[src/rtl/block_tx_serializer.sv]
// rtl/block_tx_serializer.sv - streams one NBYTES-wide result block, byte by byte, into a UART transmitter
module block_tx_serializer #(
    parameter int NBYTES    = 8,
    parameter int LSB_FIRST = 1
) (
    input  logic                i_clk,
    input  logic                i_rst_n,
    input  logic                i_blk_valid,
    input  logic [8*NBYTES-1:0] i_blk_data,
    output logic                o_blk_ready,
    output logic                o_tx_start,
    output logic [7:0]          o_tx_data,
    input  logic                i_tx_busy,
    output logic                o_busy,
    output logic                o_done
);

    localparam int            W        = 8 * NBYTES;
    localparam int            IW       = (NBYTES > 1) ? $clog2(NBYTES) : 1;
    localparam logic [IW-1:0] LAST_IDX = IW'(NBYTES - 1);

    typedef enum logic [1:0] {
        S_IDLE,
        S_SEND,
        S_WAIT_HI,
        S_WAIT_LO
    } state_t;

    state_t        r_state;
    state_t        w_next;
    logic [W-1:0]  r_shift;
    logic [IW-1:0] r_idx;
    logic          r_tx_start;
    logic [7:0]    r_tx_data;
    logic          r_done;
    logic [7:0]    w_cur_byte;
    logic [W-1:0]  w_shift_next;
    logic          w_last;

    // The byte on the send end of the shift register is always the next one out.
    generate
        if (LSB_FIRST != 0) begin : g_lsb_first
            assign w_cur_byte   = r_shift[7:0];
            assign w_shift_next = r_shift >> 8;
        end else begin : g_msb_first
            assign w_cur_byte   = r_shift[W-1 -: 8];
            assign w_shift_next = r_shift << 8;
        end
    endgenerate

    assign w_last = (r_idx == LAST_IDX);

    always_ff @(posedge i_clk or negedge i_rst_n) begin
        if (!i_rst_n) begin
            r_state <= S_IDLE;
        end else begin
            r_state <= w_next;
        end
    end

    always_comb begin
        w_next = r_state;
        case (r_state)
            S_IDLE:    if (i_blk_valid) w_next = S_SEND;
            S_SEND:    if (!i_tx_busy) w_next = S_WAIT_HI;
            S_WAIT_HI: if (i_tx_busy) w_next = S_WAIT_LO;
            S_WAIT_LO: if (!i_tx_busy) w_next = w_last ? S_IDLE : S_SEND;
            default:   w_next = S_IDLE;
        endcase
    end

    always_ff @(posedge i_clk or negedge i_rst_n) begin
        if (!i_rst_n) begin
            r_shift    <= '0;
            r_idx      <= '0;
            r_tx_start <= 1'b0;
            r_tx_data  <= 8'h00;
            r_done     <= 1'b0;
        end else begin
            r_tx_start <= 1'b0;
            r_done     <= 1'b0;
            case (r_state)
                S_IDLE: begin
                    if (i_blk_valid) begin
                        r_shift <= i_blk_data;
                        r_idx   <= '0;
                    end
                end
                S_SEND: begin
                    if (!i_tx_busy) begin
                        r_tx_start <= 1'b1;
                        r_tx_data  <= w_cur_byte;
                    end
                end
                S_WAIT_LO: begin
                    if (!i_tx_busy) begin
                        if (w_last) begin
                            r_done <= 1'b1;
                        end else begin
                            r_idx   <= r_idx + 1'b1;
                            r_shift <= w_shift_next;
                        end
                    end
                end
                default: ;
            endcase
        end
    end

    assign o_blk_ready = (r_state == S_IDLE);
    assign o_busy      = (r_state != S_IDLE);
    assign o_tx_start  = r_tx_start;
    assign o_tx_data   = r_tx_data;
    assign o_done      = r_done;

endmodule
[config.mk]
export PLATFORM = sky130hd
export DESIGN_NAME = block_tx_serializer
export DESIGN_NICKNAME = d
export VERILOG_FILES = /design/src/rtl/block_tx_serializer.sv
export SDC_FILE = /design/constraint.sdc
export NUM_CORES = 1
export LEC_CHECK = 0
export BUFFER_PORTS_ARGS = -buffer_cell sky130_fd_sc_hd__buf_2
export CORE_MARGIN = 10
export CORE_UTILIZATION = 34
export CTS_CLUSTER_DIAMETER = 40
export DETAILED_ROUTE_END_ITERATION = 8
export PLACE_DENSITY = 0.62
export SKIP_LAST_GASP = 1
export SLEW_MARGIN = 20
export SYNTH_ARGS = -nofsm -noshare
export SYNTH_HDL_FRONTEND = slang
export SYNTH_SLANG_ARGS = --single-unit
[constraint.sdc]
create_clock -name i_clk -period 2.7 [get_ports i_clk]
set_input_delay 0.54 -clock i_clk [delete_from_list [all_inputs] [get_ports i_clk]]
set_output_delay 0.54 -clock i_clk [all_outputs]
set_load 0.005 [all_outputs]
After elaboration in Yosys (flattened, before gate mapping)
Index checks and enable logic that the tools add are counted.
Word-level totals
  register bits after elaboration: 79
  latch bits: 0
  RAM bits: 0
  ROM bits: 0
  input bits: 68
  output and inout bits: 12
  word-level logic and storage cells: 42
  memories kept: 0
Cells by class
  add/sub/neg operators: 1
  multiply operators: 0
  divide/modulo/power cells: 0
  magnitude comparators: 0
  equality and inequality tests: 9
  shifts and indexed selects: 0
  muxes and demuxes: 19
  bitwise operators: 1
  reductions and logical operators: 6
Operators by type and width (count)
  $mux 64: 3
  $pmux 64 s2: 1
  $ne 2x2->1 const B: 5
  $mux 3: 3
  $mux 2: 4
  $pmux 2 s4: 1
  $reduce_and 4->1: 2
  $mux 1: 6
  $pmux 3 s2: 1
  $eq 2x2->1 const B: 2
  $reduce_bool 2->1: 2
  $add 3x1->3 const B: 1
  $eq 3x3->1 const B: 1
  $eq 2x1->1 const B: 1
  $logic_not 2->1: 1
  $reduce_and 2->1: 1
  $not 1->1: 1

Longest topological paths before layout
Gate-level depths: netlist of run 1.
  depth in word-level cells: 4
  gate-level depth with buffers: 7
  gate-level depth less buffers: 5

Least setup slack after synthesis of run 1
No wires, ideal clock.
  path type: flip-flop to flip-flop
  start point: reg r_idx[0]
  end point: reg r_shift[0]
  setup time: 125 ps
  data arrival time: 1717 ps
  required time: 2575 ps
  slack: 858 ps
  cell stages (with the launch flop): 8
  buffers on the path: 2
  clock period less this slack: 1842 ps
  cells stage by stage: dfrtp_1 > ha_1 > ha_1 > nor3b_2 > o21a_2 > buf_8 > buf_8 > mux2_4
On the way
  word-level cells in the longest chain between the ends: 3
RTL lines
  start, declared: line 32  | logic [IW-1:0] r_idx;
  start signal, assigned: line 100  | r_idx <= r_idx + 1'b1;
  $eq 3x3->1: line 51  | assign w_last = (r_idx == LAST_IDX);
  $ne 2x2->1 (no line)
  $reduce_and 4->1 (no line)
  end signal, assigned: line 85  | r_shift <= i_blk_data;
  end signal, assigned: line 101  | r_shift <= w_shift_next;
  end, declared: line 31  | logic [W-1:0] r_shift;
Every way passes these cells.
A chain may end at the register's enable or synchronous reset.

Worst setup path after layout of run 1
  start point: reg r_state[0]
  end point: reg r_shift[29]
On the way
  word-level cells in the longest chain between the ends: 3
  elaborated cells on any way between the ends: 8
  classes of those cells: eq/ne (4); mux (1); reduce/logical (3)
RTL lines
  start, declared: line 29  | state_t r_state;
  start signal, assigned: line 57  | r_state <= w_next;
  $eq 2x2->1 or $logic_not 2->1 (tied branches): line 82  | case (r_state)
  $ne 2x2->1 (no line) or $reduce_bool 2->1 (tied branches)
  $reduce_and 4->1 (no line)
Several ways; a longest one is shown, not always the timed one.

==> flow_summary.ini, run 1 <==
[status]
run_status = complete, no violations

[drt]
wl_um = 8650
wl_met1_um = 4080
dr_wl_met3_um = 347
drc_errors = 0
drt_iter0_markers = 132
vias = 2343
first_pass_iters = 4
avgRoutedWirePerCell_um = 17.3
highest_layer = met4
viasPerCell = 4.70
wl_met2_um = 4070
ant_nets = 0

[timing]
fin_tns_setup_ns = 0
timing.slew.headroom = 0.619
finalSetupViolCount = 0
timing.final.hold_violations = 0
finClkSkew_ns = 0.00498
fin_crit_sh = 0.739
tightestPinTransition_ns = 0.572
rsz0062_at_grt = no
drv_slew = 0
fmax_ghz = 0.501
min_period_ns = 1.99

[floorplan]
die_y_um = 129
coreArea_um2 = 11600
rows = 39
start_util = 0.352
die_w_um = 129
die-area_um2 = 16700
pin_count = 80

[grt]
grt_max_degree = 48
overflow = 0
antenna_found_initial = 1
grt_pass1_vias = 2592
grt_usage = 0.105
grt_pass1_wl_um = 13800

[cts]
cts_setup_buffers = 0
h-tree-depth = 3
path_clk_slew_ns = 0.06
cts.path.max_buffers = 2
clockRootBuffer = clkbuf_16
cts_tree = done
clkSinkCount = 79
holdBufCountCts = 0
ctsResizeCount = 0
clk_latency_ns = 0.33
cts_made_buffers = 9

[yosys]
synth_mux_area_frac = 0.386
synth_fp_nets = 343
synth_top_family_by_area = multiplexers
synthAdderAreaFrac = 0.0185
yosysUniqueCellTypes = 25
synth_area_per_cell_um2 = 15.1
yosys.area_share.simple = 0.0360
synth_cells = 269
synth-compound-area-share = 0.0231
synth_xor_xnor_area_share = 0
synth_area_um2 = 4070
ys_seq_elements = 79
yosysWarningCount = 0
synth_seq_area_share = 0.486

[job]
max-cap-violations = 0

[final_layout]
fillers = 1067
finalNetCount = 424
design_area_um2 = 4960
drive_gt1_frac = 0.608
area_growth_pct = 21.9

[power_and_ir_drop]
vdd_drop_max_mv = 0.413
powerDensity_nw_per_um2 = 1310
total_power_mw = 6.52
cellLeakagePower_nw = 2.33

[placement]
gp_congestion = 0.737
placement.io_buffers = 79
place_area_um2 = 4580
place_hpwl_um = 6280

[worst_hold_path]
holdCritPathClass = input port to asynchronous set/reset pin

[critical_path]
crit_arrival_ns = 2.21
path_class = register to register
crit_path_start_kind = register
cp_max_fo = 47
cp-end-kind = register
crit_required_ns = 2.91
[stage by stage]
stage | setup WS, ns | util | instances | hold WS [ns]
2_1_floorplan | 0.858 | - | 269 | 0.244
3_3_place_gp | 0.734 | 0.396 | 482 | 0.466
3_5_place_dp | 0.715 | 0.396 | 482 | 0.473
4_1_cts | 0.698 | 0.429 | 498 | 0.193
5_1_grt | 0.611 | 0.429 | 499 | 0.208
6_report | 0.706 | 0.429 | 499 | 0.175
[path summary, 6_finish.rpt]
| path | start | endpoint | slack [ns] | depth (start not counted) |
|---|---|---|---|---|
| max | r_state[0] | r_shift[29] | 0.71 | 4 |
| min | i_rst_n | r_shift[55] | 0.18 | 1 |
| max reg2reg | r_state[0] | r_shift[29] | 0.71 | 4 |
| min reg2reg | o_tx_data[7] | o_tx_data[7] | 0.48 | 1 |
| max in group asynchronous | i_rst_n | r_shift[40] | 1.91 | 2 |
| min in group i_clk | i_blk_data[63] | r_shift[63] | 0.48 | 3 |
[cell type report]
type / instances / area (um2) / share of cell area
multi-input combinational: 161 / 1890 / 0.382
inverter: 12 / 45.0 / 0.00908
clock buffer: 11 / 253 / 0.0510
sequential: 79 / 1980 / 0.399
clock inverter: 5 / 128 / 0.0257
timing repair buffer: 87 / 483 / 0.0974
tap: 143 / 179 / 0.0361
antenna: 1 / 2.50 / 0.000505
[power breakdown]
part	internal (mW)	leakage (nW)	total [mW]	switching, mW
registers	1.79	0.959	2.12	0.328
logic	1.82	1.19	2.88	1.06
clock network	1.05	0.182	1.52	0.474
[state kept, by name, summed over array words and instances (netlist names)]
| signal | cells |
|---|---|
| o_tx_data | 8 |
| r_idx | 3 |
| o_done | 1 |
| r_shift | 64 |
| o_tx_start | 1 |
| r_state | 2 |
[critical path, cell delays in order, from the launching register on]
cell     delay, ns
dfrtp_1       0.43
ha_2          0.23
buf_4         0.48
mux2_2        0.41
mux2_1        0.30
[layout by cell type, fill, tap and decap left out]
cell / instances
a22o_1: 2
a41oi_1: 1
and2_1: 1
and3_1: 1
and3b_1: 1
buf_12: 2
buf_2: 78
buf_4: 7
bufinv_16: 4
clkbuf_16: 9
clkbuf_8: 2
clkinvlp_4: 1
dfrtp_1: 79
diode_2: 1
ha_1: 5
ha_2: 1
inv_1: 12
mux2_1: 13
mux2_2: 57
mux2_4: 52
nand2b_1: 3
nand2b_4: 1
nand4b_1: 8
nor2_1: 1
nor2b_1: 1
nor3b_2: 1
o21a_4: 1
o21ai_1: 10
o22a_1: 1
[cells by family (layout without fill, tap and decap cells)]
logic type / Yosys count / count (layout)
multiplexers: 122 / 122
buffers and inverters: 29 / 115
other: 0 / 1
flip-flops: 79 / 79
adder cells (fa/ha/maj): 6 / 6
AND/OR/NAND/NOR: 18 / 18
AO/OA/AOI/OAI: 15 / 15
[routing by layer]
metal  GRT usage  up-vias
met5           0        -
met4      0.0528        0
met3      0.0285        8
met2       0.158       41
met1       0.137     1171
li1            -     1123
[synth_stat cells (all sizes together)]
| library cell | number | share of area |
|---|---|---|
| nor3b | 1 | 0.0031 |
| a41oi | 1 | 0.0022 |
| and3 | 1 | 0.0015 |
| nand2b | 4 | 0.0080 |
| inv | 12 | 0.011 |
| and3b | 1 | 0.0022 |
| a22o | 2 | 0.0043 |
| ha | 6 | 0.018 |
| dfrtp | 79 | 0.49 |
| clkbuf | 4 | 0.0037 |
| o21a | 1 | 0.0022 |
| nor2 | 1 | 0.00092 |
| and2 | 1 | 0.0015 |
| nor2b | 1 | 0.0015 |
| o21ai | 10 | 0.012 |
| o22a | 1 | 0.0022 |
| buf | 13 | 0.036 |
| nand4b | 8 | 0.017 |
| mux2 | 122 | 0.39 |
(Power assumes the default switching activity.)
==> run 2, diff against run 1 <==
--- a/config.mk
+++ b/config.mk
@@ -5,6 +5,7 @@
 export SDC_FILE = /design/constraint.sdc
 export NUM_CORES = 1
 export LEC_CHECK = 0
+export ABC_AREA = 1
 export BUFFER_PORTS_ARGS = -buffer_cell sky130_fd_sc_hd__buf_2
 export CORE_MARGIN = 10
 export CORE_UTILIZATION = 34
==> constraint.sdc (replaced) <==
create_clock -name i_clk -period 2 [get_ports i_clk]
set_input_delay 0.4 -clock i_clk [delete_from_list [all_inputs] [get_ports i_clk]]
set_output_delay 0.4 -clock i_clk [all_outputs]
set_load 0.005 [all_outputs]
==> run 2 against run 1 <==
  * Sequential share of layout area grew 0.77 points
  * Synthesized cell count grew 110%
  * First-iteration DRC count grew 110%
  * Global-route usage grew 2.2 points
  * Flip-flop and latch count is the same
  * Utilization shrank 0.45 points
  * Sequential power grew 30%
  * Synthesized area shrank 1.6%
  * Total power grew 24%
==> flow_summary.ini, run 2 <==
[yosys]
synth_area_leader_cell = dfrtp_1
dominantRegCellSynth = dfrtp_1
yosysWarningCount = 0
synth_xor_xnor_area_share = 0
yosysUniqueCellTypes = 18
ys_top_cells_by_count = nand2_1 (341), dfrtp_1 (79), nand3_1 (69)
async_flop_share = 1.00
yosys-top-cells-area = dfrtp_1 (49%), nand2_1 (32%), nand3_1 (8.6%), buf_2 (2.8%), ha_1 (1.9%)
synth_fp_nets = 637
yosysMostFrequentCell = nand2_1
synth_area_per_cell_um2 = 7.11
yosys.area_share.simple = 0.422
synth_top_family_by_area = simple AND/OR/NAND/NOR gates
yosysTopAreaCellShare = 0.494
ys_seq_elements = 79
synthAdderAreaFrac = 0.0188
synth_seq_area_share = 0.494
synth-compound-area-share = 0.00250
synth_mux_area_frac = 0
synth_cells = 563
synth-edff-count = 0
synth_area_um2 = 4000

[power_and_ir_drop]
p_clk_frac = 0.222
p_sw_mw = 3.38
comb_power_share = 0.439
vdd_drop_max_mv = 0.835
cellLeakagePower_nw = 2.87
switching_share = 0.416
internal_power_mw = 4.74
p_seq_frac = 0.339
powerDensity_nw_per_um2 = 1670

[final_layout]
layout_common_cells = nand2_1 (340), dfrtp_1 (79), buf_2 (78), nand3_1 (69), inv_1 (16)
area_growth_pct = 21.6
drive_gt1_frac = 0.174
finalNetCount = 702
diodes = 0
largest_register_ff_count = 64
top_register = r_shift
final_common_cell = nand2_1

[floorplan]
pin_count = 80
die_y_um = 129
rows = 39
coreArea_um2 = 11500
die_w_um = 129
die-area_um2 = 16500
start_util = 0.349

[timing]
fin_crit_sh = 0.867
finalSetupViolCount = 0
min_period_ns = 1.73
tightestPinTransition_ns = 0.367
fin_tns_setup_ns = 0
fin_ws_ns = 0.266
fmax_ghz = 0.577
rsz0062_at_grt = no
timing.slew.headroom = 0.755
drv_slew = 0
finClkSkew_ns = 0.00680
timing.final.hold_violations = 0

[grt]
grt_pass1_vias = 3582
grt_max_degree = 68
overflow = 0
grt_usage = 0.128
grt_pass1_wl_um = 17300
antenna_found_initial = 0

[cts]
clkSinkCount = 79
cts_tree = done
holdBufCountCts = 1
clockRootBuffer = clkbuf_16
h-tree-depth = 3
cts.path.max_buffers = 2
path_clk_slew_ns = 0.06
cts_made_buffers = 9
ctsResizeCount = 0
cts_setup_buffers = 0
clk_latency_ns = 0.34

[drt]
drc_errors = 0
drt_iter0_markers = 279
wl_um = 10200
ant_nets = 0
viasPerCell = 4.66
avgRoutedWirePerCell_um = 13.2
vias = 3620
first_pass_iters = 4

[critical_path]
path_class = register to output port
cp_slowest_cell = dfrtp_1
crit_path_start_kind = register
crit_required_ns = 1.60
crit_family = flip-flops
cp-end-kind = output port
reg2reg_slack_ns = 0.34
crit_arrival_ns = 1.33
worst-path-buf-inv = 3
cp_max_fo = 5
cp_common_cell = inv_1
crit_chain = inv_1 -> ha_1 -> inv_1 -> buf_2
max_stage_delay_ns = 0.41

[placement]
place_hpwl_um = 6910
dpl_worst_slack_ns = 0.346
placement.io_buffers = 79
gp_congestion = 0.788

[job]
max-cap-violations = 0

[worst_hold_path]
holdCritPathClass = input port to register

[status]
run_status = complete, no violations
run 2: changes by cell type after synthesis, sizes merged, moves of 4 or more:
cell / change
nand2b: -4
nand2: +342
nand3: +69
buf: +16
nand4b: -8
o21ai: -8
inv: +6
nor2: +10
mux2: -122
run 2: routing by layer:
metal	GRT usage	routed length, um
met5	0	0
met2	0.199	4730
met1	0.161	4520
met4	0.0386	129
met3	0.0485	860
run 2: worst reg2reg max path, stage by stage, from the launching register on:
cell and delay (ns):
dfrtp_1 0.42, inv_1 0.12, ha_1 0.23, inv_1 0.10, nor2_2 0.14, nor2_4 0.06
nand2_2 0.08, buf_12 0.27, nand2_1 0.12, nand2_1 0.07
run 2: worst paths after layout:
| check | startpoint | cells after the start | endpoint |
|---|---|---|---|
| max | r_state[0] | 4 | o_busy |
| min | i_tx_busy | 2 | o_done |
| max reg2reg | r_state[0] | 9 | r_shift[30] |
| min reg2reg | r_shift[9] | 2 | r_shift[9] |
| max in group asynchronous | i_rst_n | 3 | r_shift[18] |
| min in group asynchronous | i_rst_n | 2 | o_tx_start |
run 2: layout make-up:
cell class              instances  area (um2)
clock buffers                  10         239
well taps                     143         179
multi-input cells             431        1780
inverters                      19        71.3
flip-flops and latches         79        1980
repair buffers                 88         531
clock inverters                 6        91.3
fillers                      1176        6600
run 2: cells by family (layout without fill, tap and decap cells):
logic type,count (synthesis),in the layout
simple gates,423,423
compound gates,2,2
buf+inv,53,123
flops,79,79
fa+ha+maj,6,6
run 2: stage by stage:
step                      cells  hold WS (ns)  power, mW   util  cell area [um2]
final                       776         0.268       8.12  0.424             4870
after global routing        776         0.266       8.93  0.424             4870
after CTS                   776         0.259       8.24  0.424             4870
after detailed placement    759         0.332       6.40  0.395             4530
after global placement      759         0.326       6.28  0.395             4530
after floorplan             563         0.104       5.48      -             4000
run 2: power by group through the flow:
| stage | sequential [mW] | clock (mW) | combinational (mW) |
|---|---|---|---|
| 5_1_grt | 2.85 | 1.92 | 4.16 |
| 2_1_floorplan | 2.69 | 0 | 2.79 |
| 3_3_place_gp | 2.75 | 0 | 3.53 |
| 3_5_place_dp | 2.77 | 0 | 3.63 |
| 4_1_cts | 2.75 | 1.84 | 3.65 |
| 6_report | 2.75 | 1.80 | 3.57 |
==> run 3, diff against run 2 <==
--- a/config.mk
+++ b/config.mk
@@ -6,12 +6,12 @@
 export NUM_CORES = 1
 export LEC_CHECK = 0
 export ABC_AREA = 1
-export BUFFER_PORTS_ARGS = -buffer_cell sky130_fd_sc_hd__buf_2
 export CORE_MARGIN = 10
 export CORE_UTILIZATION = 34
 export CTS_CLUSTER_DIAMETER = 40
 export DETAILED_ROUTE_END_ITERATION = 8
-export PLACE_DENSITY = 0.62
+export DONT_BUFFER_PORTS = 1
+export PLACE_DENSITY = 0.56
 export SKIP_LAST_GASP = 1
 export SLEW_MARGIN = 20
 export SYNTH_ARGS = -nofsm -noshare
==> run 3 against run 2 <==
  * The run now ends with hold timing left
  * Die area stayed put
  * Clock skew fell by 0.00090 ns
  * Cell count is 10% lower
  * First-iteration DRC count up 20%
  * Critical path depth grew 5
  * Routed wire length decreased by 1.3%
  * Highest routed layer unchanged
==> flow_summary.ini, run 3 (synthesis results as in run 2) <==
[drt]
drt_iter0_markers = 336
first_pass_iters = 5
ant_nets = 0
avgRoutedWirePerCell_um = 14.5
viasPerCell = 4.74
vias = 3293
wl_um = 10100
drc_errors = 0

[power_and_ir_drop]
p_clk_frac = 0.225
p_seq_frac = 0.350
internal_power_mw = 4.67
total_power_mw = 7.92
switching_share = 0.411
comb_power_share = 0.425
cellLeakagePower_nw = 2.53
vdd_drop_max_mv = 0.725
p_sw_mw = 3.26
powerDensity_nw_per_um2 = 1790

[final_layout]
layout_common_cells = nand2_1 (340), dfrtp_1 (79), nand3_1 (69), inv_1 (16)
largest_register_ff_count = 64
design_area_um2 = 4430
diodes = 0
area_growth_pct = 10.8
top_register = r_shift
drive_gt1_frac = 0.0507
finalNetCount = 621
final_common_cell = nand2_1

[timing]
finClkSkew_ns = 0.00590
rsz0062_at_grt = no
fin_crit_sh = 0.846
tightestPinTransition_ns = 0.403
drv_slew = 0
finalSetupViolCount = 0
fmax_ghz = 0.591
fin_tns_setup_ns = 0
min_period_ns = 1.69
whs_ns = -0.243
timing.final.hold_violations = 79
timing.slew.headroom = 0.731

[critical_path]
crit_chain = inv_1 -> ha_1 -> inv_1 -> nor2_2 -> nor2_4 -> nand2_2 -> buf_12 -> nand2_1 -> nand2_1
path_class = register to register
worstSetupStartpoint = r_state[0]
cp_max_fo = 67
r2r-start = r_state[0]
max_stage_delay_ns = 0.42
crit_required_ns = 2.27
crit_arrival_ns = 1.97
reg2reg_slack_ns = 0.31
worstReg2RegEnd = r_shift[9]
cp-end-kind = register
worstRegToRegCells = 9
crit_path_start_kind = register
cp_slowest_cell = dfrtp_1

[placement]
place_hpwl_um = 6590
placement.io_buffers = 0
gp_congestion = 0.752
place_area_um2 = 4110

[floorplan]
die-area_um2 = 16500
coreArea_um2 = 11500
start_util = 0.349
pin_count = 80
die_y_um = 129
die_w_um = 129
rows = 39

[status]
violations = hold timing
run_status = finished, violations left

[grt]
grt_pass1_vias = 3211
antenna_found_initial = 0
grt_max_degree = 80
grt_pass1_wl_um = 16800
overflow = 0
grt_usage = 0.126

[worst_hold_path]
holdCritPathClass = input port to asynchronous set/reset pin

[job]
max-cap-violations = 0

[cts]
clk_latency_ns = 0.34
path_clk_slew_ns = 0.06
cts_made_buffers = 9
clockRootBuffer = clkbuf_16
cts_tree = done
h-tree-depth = 3
ctsResizeCount = 0
clkSinkCount = 79
cts.path.max_buffers = 2
run 3: routing by layer:
layer,global-route usage,up-vias,share of wire
li1,-,1693,-
met1,0.157,1514,0.43
met2,0.196,81,0.47
met3,0.0554,5,0.095
met4,0.0314,0,0.0069
met5,0,-,0
run 3: worst max-delay path, delay by kind of cell (launching register included):
family	cells	cell delay (ns)
flops	1	0.42
fa+ha+maj	1	0.24
simple gates	5	0.45
buf+inv	3	0.49
run 3: how the worst max path moves through the flow:
stage                             end  slack [ns]  cells past startpoint
final                      r_shift[9]        0.31                      9
after global routing      r_shift[14]        0.14                      9
after CTS                  r_shift[9]        0.28                      9
after detailed placement   r_shift[9]        0.29                      9
after global placement    r_shift[54]        0.35                      8
after floorplan              r_idx[0]        0.45                     10
run 3: layout make-up:
cell class / instances / area (um2)
fillers: 1223 / 7030
flip-flops and latches: 79 / 1980
repair buffers: 7 / 103
multi-input cells: 431 / 1780
well taps: 143 / 179
inverters: 19 / 71.3
clock buffers: 13 / 260
clock inverters: 3 / 65.1
run 3: repair_timing:
item                                    4_1_cts  5_1_grt
endpoints found under the hold margin        79       79
setup buffers                                 0        0
endpoints found under the setup margin        0        0
run 3: power groups by stage:
stage	clock, mW	combinational (mW)	sequential (mW)
finish	1.78	3.37	2.78
global route	1.90	3.98	2.87
CTS	1.83	3.44	2.78
detailed placement	0	3.43	2.80
global placement	0	3.36	2.78
floorplan	0	2.79	2.69
run 3: stage by stage:
stage	util	std cells	setup WS (ns)	hold slack, ns
finish	0.387	695	0.308	-0.243
CTS	0.387	695	0.283	-0.253
detailed placement	0.358	679	0.293	0.108
floorplan	-	563	0.454	0.104
global route	0.387	695	0.135	-0.262
global placement	0.358	679	0.346	0.109
